$ cat src/rtl/pwm_period_gen.sv
`timescale 1ns/1ps
`default_nettype none
// ============================================================================
//  Module   : pwm_period_gen
//  Purpose  : Running period counter plus active duty threshold for the
//             downstream less-than comparator, with an internally generated
//             PWM waveform that matches that comparator bit-for-bit.
//             Period/duty arrive through a valid/ready handshake into a
//             shadow register and are applied only at period boundaries
//             (or right away while idle), so the waveform never glitches.
//  Ports    : clk          - system clock, rising edge
//             reset_n      - asynchronous active-low reset
//             enable       - run when high, pause (hold count) when low
//             clear        - synchronous: count to 0, back to IDLE
//             load_valid   - new period/duty offered
//             load_ready   - shadow register is free
//             period_in    - period in clk cycles
//             duty_in      - high time in clk cycles
//             count        - current count (comparator operand)
//             desired      - active duty (comparator operand)
//             pwm_out      - count < desired while running, else 0
//             period_done  - one-cycle pulse in the cycle count wraps to 0
//             busy         - high while running
//  Options  : ONE_SHOT_EN  - when defined, the first wrap ends in a DONE
//                            state instead of free-running.
//  Revision : 1.0 - initial release
// ============================================================================
module pwm_period_gen #(
  parameter int WIDTH = 30
) (
  input  logic             clk,
  input  logic             reset_n,
  input  logic             enable,
  input  logic             clear,
  input  logic             load_valid,
  output logic             load_ready,
  input  logic [WIDTH-1:0] period_in,
  input  logic [WIDTH-1:0] duty_in,
  output logic [WIDTH-1:0] count,
  output logic [WIDTH-1:0] desired,
  output logic             pwm_out,
  output logic             period_done,
  output logic             busy
);

`ifdef ONE_SHOT_EN
  typedef enum logic [1:0] {
    ST_IDLE = 2'd0,
    ST_RUN  = 2'd1,
    ST_DONE = 2'd2
  } state_t;
`else
  typedef enum logic [1:0] {
    ST_IDLE = 2'd0,
    ST_RUN  = 2'd1
  } state_t;
`endif

  state_t           r_state;
  logic [WIDTH-1:0] r_count;
  logic [WIDTH-1:0] r_desired;
  logic [WIDTH-1:0] r_period;
  logic [WIDTH-1:0] r_sh_period;
  logic [WIDTH-1:0] r_sh_duty;
  logic             r_load_ready;
  logic             r_pwm;
  logic             r_period_done;
  logic             r_busy;

  state_t           w_state_nx;
  logic [WIDTH-1:0] w_count_nx;
  logic [WIDTH-1:0] w_desired_nx;
  logic [WIDTH-1:0] w_period_nx;
  logic             w_apply;
  logic             w_pd_nx;
  logic             w_accept;
  logic             w_sh_full;
  logic             w_last;
  logic             w_pwm_nx;
  logic             w_ready_nx;

  always_comb begin
    w_accept     = load_valid && r_load_ready;
    // The shadow is full exactly when the handshake is closed.
    w_sh_full    = !r_load_ready;
    // Equality only: period=1 therefore wraps every cycle.
    w_last       = (r_count == (r_period - WIDTH'(1)));
    w_state_nx   = r_state;
    w_count_nx   = r_count;
    w_desired_nx = r_desired;
    w_period_nx  = r_period;
    w_apply      = 1'b0;
    w_pd_nx      = 1'b0;

    if (clear) begin
      // Highest priority; any pending shadow is kept and applied from IDLE.
      w_state_nx = ST_IDLE;
      w_count_nx = '0;
    end else begin
      case (r_state)
        ST_IDLE: begin
          w_count_nx = '0;
          if (w_sh_full) begin
            w_apply      = 1'b1;
            w_period_nx  = r_sh_period;
            w_desired_nx = r_sh_duty;
          end
          // Start needs a non-zero period now and after any shadow update,
          // so RUN never sees a zero period.
          if (enable && (r_period != '0) && (w_period_nx != '0)) begin
            w_state_nx = ST_RUN;
          end
        end

        ST_RUN: begin
          if (enable) begin
            if (w_last) begin
              w_count_nx = '0;
              w_pd_nx    = 1'b1;
              if (w_sh_full) begin
                w_apply      = 1'b1;
                w_period_nx  = r_sh_period;
                w_desired_nx = r_sh_duty;
              end
`ifdef ONE_SHOT_EN
              w_state_nx = ST_DONE;
`else
              if (w_period_nx == '0) begin
                w_state_nx = ST_IDLE;
              end
`endif
            end else begin
              w_count_nx = r_count + WIDTH'(1);
            end
          end
        end

`ifdef ONE_SHOT_EN
        ST_DONE: begin
          // Parked until a new load arrives; it then restarts via IDLE.
          w_count_nx = '0;
          if (w_sh_full) begin
            w_apply      = 1'b1;
            w_period_nx  = r_sh_period;
            w_desired_nx = r_sh_duty;
            w_state_nx   = ST_IDLE;
          end
        end
`endif

        default: begin
          w_state_nx = ST_IDLE;
          w_count_nx = '0;
        end
      endcase
    end

    // Computed from next-cycle values so the registered output lines up
    // with the count/desired ports in the same cycle.
    w_pwm_nx   = (w_state_nx == ST_RUN) && (w_count_nx < w_desired_nx);
    // Accept and apply are mutually exclusive (empty vs. full shadow).
    w_ready_nx = w_accept ? 1'b0 : (w_apply ? 1'b1 : r_load_ready);
  end

  always_ff @(posedge clk or negedge reset_n) begin
    if (!reset_n) begin
      r_state       <= ST_IDLE;
      r_count       <= '0;
      r_desired     <= '0;
      r_period      <= '0;
      r_sh_period   <= '0;
      r_sh_duty     <= '0;
      r_load_ready  <= 1'b1;
      r_pwm         <= 1'b0;
      r_period_done <= 1'b0;
      r_busy        <= 1'b0;
    end else begin
      r_state       <= w_state_nx;
      r_count       <= w_count_nx;
      r_desired     <= w_desired_nx;
      r_period      <= w_period_nx;
      r_load_ready  <= w_ready_nx;
      r_pwm         <= w_pwm_nx;
      r_period_done <= w_pd_nx;
      r_busy        <= (w_state_nx == ST_RUN);
      if (w_accept) begin
        r_sh_period <= period_in;
        r_sh_duty   <= duty_in;
      end
    end
  end

  assign count       = r_count;
  assign desired     = r_desired;
  assign pwm_out     = r_pwm;
  assign period_done = r_period_done;
  assign busy        = r_busy;
  assign load_ready  = r_load_ready;

endmodule
`default_nettype wire

$ cat config.mk
export PLATFORM = sky130hd
export DESIGN_NAME = pwm_period_gen
export DESIGN_NICKNAME = d
export VERILOG_FILES = /design/src/rtl/pwm_period_gen.sv
export SDC_FILE = /design/constraint.sdc
export NUM_CORES = 1
export LEC_CHECK = 0
export ABC_AREA = 1
export CAP_MARGIN = 20
export CORE_AREA = 3 3 133 135
export DETAILED_ROUTE_END_ITERATION = 10
export DIE_AREA = 0 0 136 138
export GPL_TIMING_DRIVEN = 0
export PLACE_DENSITY = 0.87
export SYNTH_ARGS = -nofsm -noshare
export SYNTH_HDL_FRONTEND = slang
export SYNTH_SLANG_ARGS = --single-unit
$ cat constraint.sdc
create_clock -name clk -period 4.4 [get_ports clk]
set_clock_uncertainty 0.1 [all_clocks]
set_input_delay 0.88 -clock clk [delete_from_list [all_inputs] [get_ports clk]]
set_output_delay 0.88 -clock clk [all_outputs]
set_load 0.02 [all_outputs]
==> summary.txt <==
Worst setup path
  – CP endpoint kind: flip-flop
  – Critical Path RT: between 4 and 5 ns
  – Worst-path maximum fanout: 10
  – CP startpoint kind: primary input
  – Worst setup path category: in -> reg
  – CP arrival: 4.50 ns

Route
  – Vias per cell: around 5.6
  – Drt drc: 0
  – DRT iter0 DRCs: 1,090
  – Detail Route Antenna Nets: 0
  – Vias: roughly 9.1k
  – Routed WL: between 20,000 and 30,000 um
  – DR WL/cell: 17.3 um
  – DRT Pass-1 Iters: 6

Timing
  – Max Clk Rate: 236 MHz
  – Period Utilization, post-route: 0.965
  – Crit path time final: 4.25 ns
  – Max-slew violation count: 0
  – Setup violations, final: 0
  – Final hold vios: 0
  – Worst Max-Slew Pin Slew: 0.857 ns
  – Rel. slew slack: 0.429

Global route
  – GRT Util Overall: 0.304
  – Antenna violations before repair: 1
  – First-pass GRT wire length: 45,200 um
  – Total grt overflow: 0
  – Largest net degree at the start of global routing: 101
  – Number of global-route vias before repair: 9,128

Layout
  – Diode count: 0
  – Share of layout cells above drive strength 1: 0.0691
  – P&R area growth vs syn: 24.9%
  – Finished Layout Cells: approximately 1.6k
  – Fin area: 11,500 um^2
  – Nets: 1,487

Clock network
  – Post-CTS setup buffers: 0
  – Clk root buf: clkbuf_16
  – Num CTS Buffers: 17
  – CTS tree: yes
  – Clk sinks: 156
  – Clk slew on worst S/H paths: 0.07 ns
  – H-tree depth: 4
  – CTS Hold Bufs: 0
  – Clk buf depth: 2
  – Latest clock arrival within the worst-skew pair: about 0.43 ns

Place
  – Inst Count DP: about 1.6k
  – RD Place Congestion: 0.968
  – Area post-placement: about 11,000 um^2
  – Port-buffer cells: 127
  – Post-DP HPWL: about 21,000 um

Logic synthesis
  – Unique masters post-synth: 43
  – Multiplexer area fraction after synthesis: 0.0174
  – Post-synth EDFFs: 0
  – Synthesized Nets: 1,340
  – Synth Area in Adders: 0.0422
  – Synth Flop Type: dfrtp_1
  – Ys Warns: 0
  – Biggest area consumer among synthesized cells: dfrtp_1
  – Post-Syn Area: 9190 um^2
  – Async set-or-reset flop fraction in the synthesized netlist: 1.00
  – Mean Syn Cell Area: 7.39 um^2
  – Synth Area in XOR/XNOR: 0.0343
  – Top cells by area, synth: dfrtp_1 42%, nand2_1 18%, inv_1 5.3%
  – Cells after Synth: 1,244
  – Share of Yosys cell area claimed by the top area cell type: 0.422
  – Largest family of logic cells by synthesized area: simple AND/OR/NAND/NOR gates
  – Synth Area in Simple Gates: 0.293
  – FF+latch count, synth: 156
  – Post-synthesis sequential area ratio: 0.425
  – Post-synth top cells: 435 x nand2_1, 155 x dfrtp_1, 131 x inv_1, 111 x nor2_1, 97 x o21ai_0
  – Compound-gate portion of the synthesized area: 0.112
  – Most common cell in the netlist: nand2_1

Floorplan
  – Initial Util: 0.554
  – DIE WIDTH: ~140 um
  – IO Count: 129
  – Row count: 47
  – Die Y: 138 um
  – Placeable Area: 16,600 um^2
  – Die area: 18,800 um^2

Outcome
  – Outcome: complete, no violations

Job
  – # Max-Cap Violations: 0

Worst hold path
  – Hold crit path type: in -> async

Power
  – Total Power: 6.62 mW
  – P per Cell Area: between 500 and 600 nW/um^2
  – Pleak: 5.53 nW
  – Peak VDD IR: between 0.0003 and 0.0004 V
==> critical path: stages <==
cell             delay (ns)
clkdlybuf4s50_1        0.56
nor2_1                 0.68
nand2_1                0.25
nor2_4                 0.29
inv_1                  0.19
clkbuf_4               0.23
nor2_1                 0.24
ha_1                   0.30
a21oi_1                0.17
nor2_1                 0.07
a211oi_2               0.16
o221a_2                0.21
nand2_1                0.10
a21oi_1                0.15
==> per-layer routing <==
metal | GRT usage | wire (um) | vias to the layer above
li1 | - | - | 4282
met1 | 0.410 | 11500 | 4241
met2 | 0.481 | 13200 | 441
met3 | 0.0596 | 2390 | 89
met4 | 0.127 | 1010 | 2
met5 | 0 | 11 | -
==> state kept, by name, summed over array words and instances, names as in the netlist <==
name and count:
count 30, desired 30, r_period 30, r_sh_duty 30
r_sh_period 30, r_state 2, busy 1, load_ready 1
period_done 1, pwm_out 1
==> worst paths after layout <==
kind	endpoint	slack, ns	depth (start not counted)	start
setup / recovery	pwm_out$_DFF_PN0_	0.15	14	clear
hold / removal	r_sh_period[23]$_DFFE_PN0P_	0.31	1	reset_n
setup reg to reg	pwm_out$_DFF_PN0_	0.30	22	r_period[2]$_DFFE_PN0P_
hold reg to reg	r_sh_duty[24]$_DFFE_PN0P_	0.38	2	r_sh_duty[24]$_DFFE_PN0P_
max in group asynchronous	count[7]$_DFF_PN0_	3.02	2	reset_n
min in group clk	r_sh_duty[24]$_DFFE_PN0P_	0.38	2	r_sh_duty[24]$_DFFE_PN0P_
==> placed cells by master (no fill, tap or decap), types with 4 or more instances in the layout <==
| master | netlist | layout |
|---|---|---|
| nand4_1 | 15 | 15 |
| nor2_2 | 6 | 9 |
| nor2_1 | 111 | 105 |
| xnor2_1 | 13 | 13 |
| nand3_2 | 3 | 4 |
| nor4_1 | 10 | 10 |
| nand2_2 | 8 | 8 |
| nand3_1 | 26 | 25 |
| o21ai_0 | 97 | 97 |
| inv_2 | 4 | 5 |
| a21oi_1 | 24 | 23 |
| clkbuf_16 | 0 | 17 |
| inv_8 | 0 | 5 |
| mux2i_1 | 16 | 16 |
| nor3_1 | 23 | 22 |
| nor2_4 | 1 | 5 |
| a22oi_1 | 20 | 18 |
| buf_2 | 8 | 5 |
| clkdlybuf4s50_1 | 0 | 126 |
| xor2_1 | 23 | 23 |
| o21ai_1 | 10 | 10 |
| ha_1 | 31 | 30 |
| clkbuf_1 | 30 | 30 |
| inv_1 | 131 | 129 |
| dfrtp_1 | 155 | 155 |
| o32ai_2 | 5 | 5 |
| o22ai_1 | 4 | 4 |
| nand3b_1 | 6 | 6 |
| nand2_1 | 435 | 434 |
==> layout make-up <==
cell class / instances / area (um^2)
Multi-Input combinational cell: 908 / 4690
Sequential cell: 156 / 3910
Inverter: 139 / 526
Fill cell: 1363 / 5100
Clock buffer: 17 / 425
Timing Repair Buffer: 128 / 1300
Clock inverter: 15 / 175
Tap cell: 220 / 275
Buffer: 41 / 183
==> per-stage QoR <==
stage	util	setup TNS [ns]	worst slack [ns]	hold WS (ns)
after global routing	0.692	-0.0138	-0.0138	0.348
final	0.692	0	0.155	0.311
after global placement	0.648	-591.17	-3.82	0.358
after detailed placement	0.649	-0.275	-0.275	0.360
after floorplan	-	0	0.687	0.344
after CTS	0.686	0	0.00315	0.332
==> logic make-up after synthesis <==
group                      count (synthesis)
and+or+nand+nor                          649
buffers and inverters                    181
AOI/OAI and AO/OA                        174
DFF                                      156
xor gates and xnor gates                  36
adders and majority gates                 31
muxes                                     16
other                                      1
==> power by group <==
group	internal (mW)	switching [mW]	leakage, nW
combinational	1.04	1.77	3.23
clock	0.813	0.675	0.294
sequential	1.89	0.436	2.00
==> what timing repair did <==
item | in CTS | in global routing
endpoints found under the setup margin | 1 | 1
gates resized for setup | 6 | 22
gates cloned | 0 | 1
pin swaps | 0 | 3
Note: power is estimated with default switching activity, not from simulation.
